File: src/rtl/ghpi_arbiter_pkg.sv
// Shared GHPI arbiter definitions: FSM state encodings, master indices and
// the fixed byte-select presented for instruction fetches.
package ghpi_arbiter_pkg;

    typedef enum logic [1:0] {
        IDLE  = 2'd0,
        OWN_I = 2'd1,
        OWN_D = 2'd2
    } arb_state_t;

    localparam logic MST_I = 1'b0;
    localparam logic MST_D = 1'b1;

    // Wide enough for any practical DATA_W/8; the top slices what it needs.
    localparam int unsigned          SEL_MAX_W     = 64;
    localparam logic [SEL_MAX_W-1:0] IMEM_SEL_DFLT = '1;

endpackage

File: src/rtl/ghpi_arbiter_if.sv
// GHPI arbiter bus bundle: instruction master, data master and slave port.
// The arbiter takes the slave modport; the environment takes the master modport.
interface ghpi_arbiter_if #(
    parameter int unsigned ADDR_W = 32,
    parameter int unsigned DATA_W = 32
);
    localparam int unsigned SEL_W = DATA_W / 8;

    logic [ADDR_W-1:0] imem_addr_i;
    logic              imem_valid_i;
    logic [DATA_W-1:0] imem_data_o;
    logic              imem_ack_o;

    logic [ADDR_W-1:0] dmem_addr_i;
    logic [DATA_W-1:0] dmem_data_i;
    logic [SEL_W-1:0]  dmem_sel_i;
    logic              dmem_we_i;
    logic              dmem_valid_i;
    logic [DATA_W-1:0] dmem_data_o;
    logic              dmem_ack_o;

    logic [ADDR_W-1:0] mem_addr_o;
    logic [DATA_W-1:0] mem_data_o;
    logic [SEL_W-1:0]  mem_sel_o;
    logic              mem_we_o;
    logic              mem_valid_o;
    logic [DATA_W-1:0] mem_data_i;
    logic              mem_ack_i;

    modport slave (
        input  imem_addr_i, imem_valid_i,
        output imem_data_o, imem_ack_o,
        input  dmem_addr_i, dmem_data_i, dmem_sel_i, dmem_we_i, dmem_valid_i,
        output dmem_data_o, dmem_ack_o,
        output mem_addr_o, mem_data_o, mem_sel_o, mem_we_o, mem_valid_o,
        input  mem_data_i, mem_ack_i
    );

    modport master (
        output imem_addr_i, imem_valid_i,
        input  imem_data_o, imem_ack_o,
        output dmem_addr_i, dmem_data_i, dmem_sel_i, dmem_we_i, dmem_valid_i,
        input  dmem_data_o, dmem_ack_o,
        input  mem_addr_o, mem_data_o, mem_sel_o, mem_we_o, mem_valid_o,
        output mem_data_i, mem_ack_i
    );

endinterface

File: src/rtl/ghpi_arbiter_grant_pick.sv
// One-hot grant selection between imem and dmem. On a tie the master that did
// not complete last wins; a constant "imem last" pointer yields dmem priority.
module ghpi_grant_pick
    import ghpi_arbiter_pkg::*;
(
    input  logic       i_imem_valid,
    input  logic       i_dmem_valid,
    input  logic       i_last,
    output logic [1:0] o_grant
);

    always_comb begin
        o_grant = 2'b00;
        if (i_imem_valid && i_dmem_valid) begin
            if (i_last == MST_D) o_grant[MST_I] = 1'b1;
            else                 o_grant[MST_D] = 1'b1;
        end else if (i_imem_valid) begin
            o_grant[MST_I] = 1'b1;
        end else if (i_dmem_valid) begin
            o_grant[MST_D] = 1'b1;
        end
    end

endmodule

File: src/rtl/ghpi_arbiter.sv
// Two-master (imem/dmem) to one-slave GHPI arbiter with grant hold and watchdog.
// Define GHPI_ARB_RR_EN for round-robin tie breaking; otherwise dmem has priority.
//
// state | meaning
// IDLE  | no owner; winner routed combinationally, zero-wait ack completes here
// OWN_I | imem holds the slave until ack, abandon or watchdog abort
// OWN_D | dmem holds the slave until ack, abandon or watchdog abort
module ghpi_arbiter
    import ghpi_arbiter_pkg::*;
#(
    parameter int unsigned ADDR_W  = 32,
    parameter int unsigned DATA_W  = 32,
    parameter int unsigned TIMEOUT = 255
) (
    input  logic          clk_i,
    input  logic          rst_ni,
    ghpi_arbiter_if.slave bus,
    output logic          bus_err_o
);

    localparam int unsigned      SEL_W  = DATA_W / 8;
    localparam int unsigned      CNT_W  = (TIMEOUT < 2) ? 1 : $clog2(TIMEOUT + 1);
    localparam logic [CNT_W-1:0] CNT_TO = CNT_W'(TIMEOUT);
    localparam bit               WD_EN  = (TIMEOUT != 0);

    arb_state_t        r_state;
    arb_state_t        w_state_nxt;
    logic [CNT_W-1:0]  r_cnt;
    logic [CNT_W-1:0]  w_cnt_nxt;
    logic              r_err;
    logic              w_last;
    logic [1:0]        w_grant;
    logic              w_route_i;
    logic              w_route_d;
    logic              w_rt_i;
    logic              w_rt_d;
    logic              w_wd_hit;
    logic              w_wd_abort;
    logic              w_cnt_clr;
    logic [ADDR_W-1:0] w_addr;

`ifdef GHPI_ARB_RR_EN
    logic r_last;
    assign w_last = r_last;

    always_ff @(posedge clk_i) begin
        if (!rst_ni)                            r_last <= MST_D;
        else if (bus.mem_ack_i && (w_rt_i || w_rt_d)) r_last <= w_rt_d ? MST_D : MST_I;
    end
`else
    assign w_last = MST_I;
`endif

    ghpi_grant_pick u_pick (
        .i_imem_valid (bus.imem_valid_i),
        .i_dmem_valid (bus.dmem_valid_i),
        .i_last       (w_last),
        .o_grant      (w_grant)
    );

    assign w_cnt_nxt = r_cnt + 1'b1;
    assign w_wd_hit  = WD_EN && (w_cnt_nxt == CNT_TO);

    always_ff @(posedge clk_i) begin
        if (!rst_ni) r_state <= IDLE;
        else         r_state <= w_state_nxt;
    end

    always_comb begin
        w_state_nxt = r_state;
        w_route_i   = 1'b0;
        w_route_d   = 1'b0;
        w_wd_abort  = 1'b0;
        w_cnt_clr   = 1'b0;
        case (r_state)
            IDLE: begin
                w_route_i = w_grant[MST_I];
                w_route_d = w_grant[MST_D];
                w_cnt_clr = 1'b1;
                if (!bus.mem_ack_i) begin
                    if (w_grant[MST_D])      w_state_nxt = OWN_D;
                    else if (w_grant[MST_I]) w_state_nxt = OWN_I;
                end
            end
            OWN_I: begin
                if (!bus.imem_valid_i) begin
                    w_state_nxt = IDLE;
                end else begin
                    w_route_i = 1'b1;
                    if (bus.mem_ack_i) begin
                        w_state_nxt = IDLE;
                    end else if (w_wd_hit) begin
                        w_wd_abort  = 1'b1;
                        w_state_nxt = IDLE;
                    end
                end
            end
            OWN_D: begin
                if (!bus.dmem_valid_i) begin
                    w_state_nxt = IDLE;
                end else begin
                    w_route_d = 1'b1;
                    if (bus.mem_ack_i) begin
                        w_state_nxt = IDLE;
                    end else if (w_wd_hit) begin
                        w_wd_abort  = 1'b1;
                        w_state_nxt = IDLE;
                    end
                end
            end
            default: w_state_nxt = IDLE;
        endcase
    end

    always_ff @(posedge clk_i) begin
        if (!rst_ni) begin
            r_cnt <= '0;
            r_err <= 1'b0;
        end else begin
            r_cnt <= w_cnt_clr ? '0 : w_cnt_nxt;
            if (w_wd_abort) r_err <= 1'b1;
        end
    end

    // Holding reset low silences every output, including the sticky error.
    assign w_rt_i = w_route_i & rst_ni;
    assign w_rt_d = w_route_d & rst_ni;
    assign w_addr = w_rt_d ? bus.dmem_addr_i : (w_rt_i ? bus.imem_addr_i : '0);

    assign bus.mem_valid_o = w_rt_i | w_rt_d;
    assign bus.mem_addr_o  = w_addr;
    assign bus.mem_data_o  = w_rt_d ? bus.dmem_data_i : '0;
    assign bus.mem_sel_o   = w_rt_d ? bus.dmem_sel_i
                           : (w_rt_i ? IMEM_SEL_DFLT[SEL_W-1:0] : '0);
    assign bus.mem_we_o    = w_rt_d & bus.dmem_we_i;

    assign bus.imem_ack_o  = w_rt_i & (bus.mem_ack_i | w_wd_abort);
    assign bus.dmem_ack_o  = w_rt_d & (bus.mem_ack_i | w_wd_abort);
    assign bus.imem_data_o = (w_rt_i && !w_wd_abort) ? bus.mem_data_i : '0;
    assign bus.dmem_data_o = (w_rt_d && !w_wd_abort) ? bus.mem_data_i : '0;

    assign bus_err_o = r_err & rst_ni;

endmodule

File: src/flat_wrapper.sv
// flat-port wrapper written by rule: the top's interface ports become plain ports
module ghpi_arbiter_flat import ghpi_arbiter_pkg::*;
#(
    parameter int unsigned ADDR_W  = 32,
    parameter int unsigned DATA_W  = 32,
    parameter int unsigned TIMEOUT = 255
)
  (clk_i, rst_ni, bus_err_o, bus_imem_addr_i, bus_imem_valid_i, bus_imem_data_o, bus_imem_ack_o, bus_dmem_addr_i, bus_dmem_data_i, bus_dmem_sel_i, bus_dmem_we_i, bus_dmem_valid_i, bus_dmem_data_o, bus_dmem_ack_o, bus_mem_addr_o, bus_mem_data_o, bus_mem_sel_o, bus_mem_we_o, bus_mem_valid_o, bus_mem_data_i, bus_mem_ack_i);
  ghpi_arbiter_if #(.ADDR_W(ADDR_W), .DATA_W(DATA_W)) bus_i ();
  input  logic clk_i;
  input  logic rst_ni;
  output logic bus_err_o;
  input wire logic [$bits(bus_i.imem_addr_i)-1:0] bus_imem_addr_i;
  input wire logic [$bits(bus_i.imem_valid_i)-1:0] bus_imem_valid_i;
  output wire logic [$bits(bus_i.imem_data_o)-1:0] bus_imem_data_o;
  output wire logic [$bits(bus_i.imem_ack_o)-1:0] bus_imem_ack_o;
  input wire logic [$bits(bus_i.dmem_addr_i)-1:0] bus_dmem_addr_i;
  input wire logic [$bits(bus_i.dmem_data_i)-1:0] bus_dmem_data_i;
  input wire logic [$bits(bus_i.dmem_sel_i)-1:0] bus_dmem_sel_i;
  input wire logic [$bits(bus_i.dmem_we_i)-1:0] bus_dmem_we_i;
  input wire logic [$bits(bus_i.dmem_valid_i)-1:0] bus_dmem_valid_i;
  output wire logic [$bits(bus_i.dmem_data_o)-1:0] bus_dmem_data_o;
  output wire logic [$bits(bus_i.dmem_ack_o)-1:0] bus_dmem_ack_o;
  output wire logic [$bits(bus_i.mem_addr_o)-1:0] bus_mem_addr_o;
  output wire logic [$bits(bus_i.mem_data_o)-1:0] bus_mem_data_o;
  output wire logic [$bits(bus_i.mem_sel_o)-1:0] bus_mem_sel_o;
  output wire logic [$bits(bus_i.mem_we_o)-1:0] bus_mem_we_o;
  output wire logic [$bits(bus_i.mem_valid_o)-1:0] bus_mem_valid_o;
  input wire logic [$bits(bus_i.mem_data_i)-1:0] bus_mem_data_i;
  input wire logic [$bits(bus_i.mem_ack_i)-1:0] bus_mem_ack_i;
  assign bus_i.imem_addr_i = bus_imem_addr_i;
  assign bus_i.imem_valid_i = bus_imem_valid_i;
  assign bus_imem_data_o = bus_i.imem_data_o;
  assign bus_imem_ack_o = bus_i.imem_ack_o;
  assign bus_i.dmem_addr_i = bus_dmem_addr_i;
  assign bus_i.dmem_data_i = bus_dmem_data_i;
  assign bus_i.dmem_sel_i = bus_dmem_sel_i;
  assign bus_i.dmem_we_i = bus_dmem_we_i;
  assign bus_i.dmem_valid_i = bus_dmem_valid_i;
  assign bus_dmem_data_o = bus_i.dmem_data_o;
  assign bus_dmem_ack_o = bus_i.dmem_ack_o;
  assign bus_mem_addr_o = bus_i.mem_addr_o;
  assign bus_mem_data_o = bus_i.mem_data_o;
  assign bus_mem_sel_o = bus_i.mem_sel_o;
  assign bus_mem_we_o = bus_i.mem_we_o;
  assign bus_mem_valid_o = bus_i.mem_valid_o;
  assign bus_i.mem_data_i = bus_mem_data_i;
  assign bus_i.mem_ack_i = bus_mem_ack_i;
  ghpi_arbiter #(.ADDR_W(ADDR_W), .DATA_W(DATA_W), .TIMEOUT(TIMEOUT)) u_core (.clk_i(clk_i), .rst_ni(rst_ni), .bus(bus_i), .bus_err_o(bus_err_o));
endmodule
File: config.mk
export PLATFORM = sky130hd
export DESIGN_NAME = ghpi_arbiter_flat
export DESIGN_NICKNAME = d
export VERILOG_FILES = /design/src/rtl/ghpi_arbiter_pkg.sv /design/src/rtl/ghpi_arbiter_if.sv /design/src/rtl/ghpi_arbiter_grant_pick.sv /design/src/rtl/ghpi_arbiter.sv /design/src/flat_wrapper.sv
export SDC_FILE = /design/constraint.sdc
export NUM_CORES = 1
export LEC_CHECK = 0
export CAP_MARGIN = 20
export CORE_AREA = 2 2 105 107
export DETAILED_ROUTE_END_ITERATION = 16
export DIE_AREA = 0 0 107 109
export HOLD_SLACK_MARGIN = 0.12
export PLACE_DENSITY = 0.64
export SYNTH_ARGS = -nofsm -noshare
export SYNTH_HDL_FRONTEND = slang
export SYNTH_SLANG_ARGS = --single-unit
File: constraint.sdc
create_clock -name clk_i -period 2.7 [get_ports clk_i]
set_input_delay 0.405 -clock clk_i [delete_from_list [all_inputs] [get_ports clk_i]]
set_output_delay 0.405 -clock clk_i [all_outputs]
set_load 0.01 [all_outputs]
==> impl_metrics.tcl, run 1 <==
set metrics [dict create \
    status "finished clean" \
    die_area_um2 11700 \
    cts_made_buffers 3 \
    start_util_pct 18.2 \
    rsz0062_at_grt "true" \
    p_leak_nw 2.37 \
    drv_slew 0 \
    synth_area_per_cell_um2 6.15 \
    htree_levels 1 \
    cts_tree "built" \
    antenna_found_initial 0 \
    reg2reg_depth 7 \
    syn_area_um2 1930 \
    yosysSeqAreaShare_pct 11.4 \
    startpoint_type "input port" \
    worstPathMaxFanout 34 \
    hold_viol 0 \
    ys.flop_type "dfxtp_1" \
    grt_use_total_pct 18.2 \
    cp_data_arrival_time_ps 2230 \
    tightest_slew_ps 534 \
    antenna_cells 0 \
    io_buffers 274 \
    r2r_slack_ps 800 \
    grt_pass1_wl_mm 16.7 \
    startpoint "rst_ni" \
    r2r-start "u_core.r_cnt[1]" \
    synthesis.nets 458 \
    fin_total_pwr_uw 949 \
    min_path_type "reg -> reg" \
    grt_max_degree 36 \
    setup_viol 0 \
    syn_inst 314 \
    holdBufCountCts 0 \
    peakVddDrop_mv 0.113 \
    postSynth.asyncResetShare_pct 0 \
    endpoint "bus_mem_data_o[30]" \
    grt_pass1_vias 3034 \
    period_needed_ps 2640 \
    syn2layout_area_growth_pct 157 \
    path_clk_slew_ps 50 \
    cp-end-kind "output pin" \
    row_count 38 \
    io-pin-count 275 \
    yosysUniqueCellTypes 35 \
    drtIter0Drc 256 \
    wl_mm 12.1 \
    finalClockSkew_ps 1.62 \
    vias 3341 \
    drive_gt1_share_pct 7.34 \
    r2r_end "u_core.r_state[0]" \
    wl_per_cell_um 16.6 \
    drc 0 \
    die_height_um 109 \
    synth_edf_count 0 \
    setup-tns-final_ps 0 \
    path_class "in -> out" \
    fin_nets 731 \
    drv_cap 0 \
    vias_per_cell 4.60 \
    first_pass_iters 4 \
    ys_ff_latch 11 \
    cts_sinks 11 \
    cts-root-buf "clkbuf_8" \
    dp_hpwl_mm 9.66 \
    max_freq_ghz 0.379 \
    ant_nets 0 \
    clockBufferDepth 2 \
    period_share_pct 97.7 \
    gp_congestion 0.831 \
    p_per_area_nw_per_um2 191 \
    holdWs_ps 446 \
    fp.dieW_um 107 \
    maxSlewHeadroom_pct 64.1 \
    worstSkewPairLatency_ps 240 \
    coreArea_um2 10600 \
    grt-ovfl-total 0 \
    yosysWarnings 0 \
    critical_path_required_ps 2300 \
]
==> worst min path at each step <==
stage,startpoint,end,slack (ps),cells after the start
3_3_place_gp,u_core.r_cnt[0],u_core.r_cnt[0],460,1
4_1_cts,u_core.r_cnt[0],u_core.r_cnt[0],450,1
6_report,u_core.r_cnt[0],u_core.r_cnt[0],450,1
5_1_grt,u_core.r_cnt[0],u_core.r_cnt[0],460,1
2_1_floorplan,u_core.r_cnt[0],u_core.r_cnt[0],440,1
3_5_place_dp,u_core.r_cnt[0],u_core.r_cnt[0],480,1
==> cell usage after synthesis (2+ instances only) <==
cell type / count / share of area, %
dfxtp_1: 11 / 11
and2_1: 35 / 11
a21o_1: 4 / 1.6
buf_4: 5 / 1.9
nor2_1: 8 / 1.6
buf_2: 14 / 3.6
nand3_1: 5 / 1.3
a22o_1: 33 / 15
xor2_1: 2 / 0.91
o21bai_1: 2 / 0.78
o211ai_1: 5 / 1.9
nor2b_1: 2 / 0.65
nand4_1: 4 / 1.3
nand2_1: 69 / 13
ha_1: 6 / 3.9
clkbuf_1: 12 / 2.3
or3_1: 2 / 0.65
inv_1: 6 / 1.2
buf_1: 3 / 0.58
o21ai_0: 5 / 1.3
xnor2_1: 2 / 0.91
a21oi_1: 66 / 17
==> worst max-delay path, cell delays in order <==
cell	delay, ps
clkdlybuf4s50_1	520
inv_1	100
nor2_4	200
buf_8	240
and2_1	150
clkdlybuf4s50_1	600
==> where the power goes <==
part / leakage (nW) / switching [mW] / internal, mW
registers: 0.0903 / 0.00262 / 0.166
clock network: 0.0228 / 0.0626 / 0.104
logic: 2.26 / 0.242 / 0.372
==> cells by family after synthesis <==
group	after synthesis	share of synthesized area (%)
simple gates	130	31.8
compound gates	122	40.9
buf+inv	40	9.65
flops	11	11.4
fa+ha+maj	6	3.89
xor+xnor	4	1.81
mux	1	0.518
==> what timing repair did <==
item / in CTS / in global routing
endpoints found under the setup margin: 136 / 27
buffers inserted: 3 / 1
pin swaps: 0 / 1
resized for setup: 113 / 9
gates cloned: 1 / 0
==> area by class of cell <==
cell class                 instances  area (um^2)
fill                            1055         5630
timing repair buffer             302         2930
multi-input combinational        263         1570
sequential                        11          224
tap                              140          175
clock buffer                       4         45.0
inverter                           6         22.5
==> sequential cells by signal, indices dropped and copies added, names as in the netlist <==
signal          count
u_core.r_cnt        8
u_core.r_err        1
u_core.r_state      2
==> routing by layer <==
| metal | wire (um) | vias to the layer above | GRT usage (%) | part of all wire (%) |
|---|---|---|---|---|
| met4 | 46 | 0 | 2.23 | 0.38 |
| li1 | - | 1643 | - | - |
| met2 | 5660 | 154 | 29.1 | 47 |
| met1 | 5410 | 1539 | 25.5 | 45 |
| met3 | 937 | 5 | 4.30 | 7.8 |
| met5 | 0 | - | 0 | 0 |
==> through the flow <==
stage               util (%)  instances  worst slack [ps]  instance area [um^2]
finish                  46.9        726              63.1                  4970
global route            46.9        726             -14.5                  4970
CTS                     46.5        725              10.9                  4930
detailed placement      46.5        717              -197                  4930
global placement        46.5        717              -189                  4930
floorplan                  -        314               404                  1930
==> cell usage in the layout, fill, tap and decap left out, types with 2 or more instances in the layout <==
master / n
a21o_1: 4
a21oi_1: 66
a22o_1: 33
and2_1: 35
buf_12: 4
buf_4: 17
buf_6: 3
buf_8: 3
clkbuf_8: 3
clkdlybuf4s50_1: 171
dfxtp_1: 8
dfxtp_2: 3
dlygate4sd2_1: 102
ha_1: 5
inv_1: 6
nand2_1: 69
nand3_1: 5
nand4_1: 4
nor2_1: 7
nor2b_1: 2
o211ai_1: 5
o21ai_0: 4
o21bai_1: 2
or3_4: 2
xnor2_1: 2
xor2_1: 2
Note: power is estimated with default switching activity, not from simulation.
==> run 2, diff against run 1 <==
Settings changed: CTS_BUF_LIST set to sky130_fd_sc_hd__clkbuf_4, SLEW_MARGIN set to 0.
==> impl_metrics.tcl, run 2 (synthesis gave the netlist of run 1 again) <==
set metrics [dict create \
    grt-ovfl-total 0 \
    wl_mm 12.0 \
    vias 3322 \
    cts_sinks 11 \
    cts_tree "built" \
    setup_viol 0 \
    fp.dieW_um 107 \
    dr_wl_met3_um 916 \
    worst_slack_ps 82.9 \
    fin_total_pwr_uw 904 \
    grt_use_total_pct 18.0 \
    period_needed_ps 2620 \
    cts-root-buf "clkbuf_4" \
    clockBufferDepth 2 \
    crit_buf_inv 3 \
    gp_congestion 0.831 \
    finalClockSkew_ps 4.54 \
    cp_data_arrival_time_ps 2210 \
    setup-tns-final_ps 0 \
    ant_nets 0 \
    wl_met1_mm 5.43 \
    cts_made_buffers 3 \
    rsz0062_at_grt "true" \
    max_freq_ghz 0.382 \
    place_ws_ps -197 \
    wl_met2_mm 5.62 \
    layout_commonest_cell "clkdlybuf4s50_1" \
    maxSlewHeadroom_pct 63.3 \
    drv_slew 0 \
    dp_hpwl_mm 9.66 \
    drc 0 \
    p_per_area_nw_per_um2 181 \
    antenna_cells 0 \
    start_util_pct 18.2 \
    die_height_um 109 \
    worstSkewPairLatency_ps 260 \
    io_buffers 274 \
    io-pin-count 275 \
    coreArea_um2 10600 \
    hold_viol 0 \
    holdBufCountCts 0 \
    tightest_slew_ps 546 \
    mostFrequentLayoutCells "clkdlybuf4s50_1, dlygate4sd2_1, nand2_1, a21oi_1, and2_1" \
    fin_nets 733 \
    peakVddDrop_mv 0.0878 \
    largestRegisters "u_core.r_cnt x8, u_core.r_state x2, u_core.r_err x1" \
    grt_pass1_vias 3025 \
    antenna_found_initial 0 \
    drtIter0Drc 245 \
    cpPeakStageDelay_ps 600 \
    path_class "reg -> out" \
    largest_reg_flops 8 \
    worstPathMaxFanout 34 \
    drive_gt1_share_pct 8.16 \
    die_area_um2 11700 \
    grt_max_degree 36 \
    vias_per_cell 4.56 \
    regMostFlops "u_core.r_cnt" \
    cp_slowest_cell "clkdlybuf4s50_1" \
    syn2layout_area_growth_pct 158 \
    startpoint_type "register" \
    grt_pass1_wl_mm 16.6 \
    row_count 38 \
    final_util_pct 47.0 \
    crit_chain "inv_1 -> ha_2 -> o21ai_2 -> nor2_4 -> buf_8 -> and2_1 -> clkdlybuf4s50_1" \
    top_layer "met4" \
    htree_levels 1 \
    drv_cap 0 \
    critical_path_required_ps 2300 \
    wl_per_cell_um 16.5 \
    path_clk_slew_ps 70 \
    cp-end-kind "output pin" \
    p_leak_nw 2.39 \
    critPathTopFamily "buffers and inverters" \
    status "finished clean" \
    first_pass_iters 4 \
    min_path_type "reg -> reg" \
    period_share_pct 96.9 \
]
[run 2: power by group]
part	internal (mW)	switching (mW)	leakage (nW)
combinational	0.373	0.242	2.28
clock	0.0671	0.0530	0.0184
sequential	0.166	0.00266	0.0908
total	0.606	0.298	2.39
[run 2: final cells by class]
cell class,instances,area (um^2)
Multi-Input combinational cell,263,1590
Timing Repair Buffer,304,2940
Tap cell,140,175
Sequential cell,11,225
Fill cell,1047,5620
Inverter,6,22.5
Clock buffer,4,30.0
[run 2: final timing paths]
check	from	end	slack, ps	depth (start not counted)
max	u_core.r_state[0]	bus_mem_data_o[30]	80	7
max reg2reg	u_core.r_cnt[0]	u_core.r_state[0]	810	7
min reg2reg	u_core.r_cnt[0]	u_core.r_cnt[0]	450	1
min	u_core.r_cnt[0]	u_core.r_cnt[0]	450	1
[run 2: per-stage QoR]
step	cells	instance area [um^2]	hold slack (ps)
2_1_floorplan	314	1930	441
6_report	728	4980	450
3_3_place_gp	717	4930	456
5_1_grt	728	4980	467
4_1_cts	725	4920	457
3_5_place_dp	717	4930	485
[run 2: what timing repair did]
action                                  in CTS  in global routing
pin swaps                                    0                  4
gates cloned                                 1                  0
endpoints found under the setup margin     136                 60
resized for setup                          116                 10
setup buffers                                3                  3
[run 2: metal layers]
metal	up-vias	track usage [%]
met3	2	4.30
met2	137	29.0
li1	1647	-
met4	0	0.835
met1	1536	25.5
met5	-	0
==> run 3, diff against run 2 <==
Settings changed: GPL_ROUTABILITY_DRIVEN set to 0.
==> results of run 3 <==
Same layout as run 2: the final DEF is identical, and so are final timing and power.
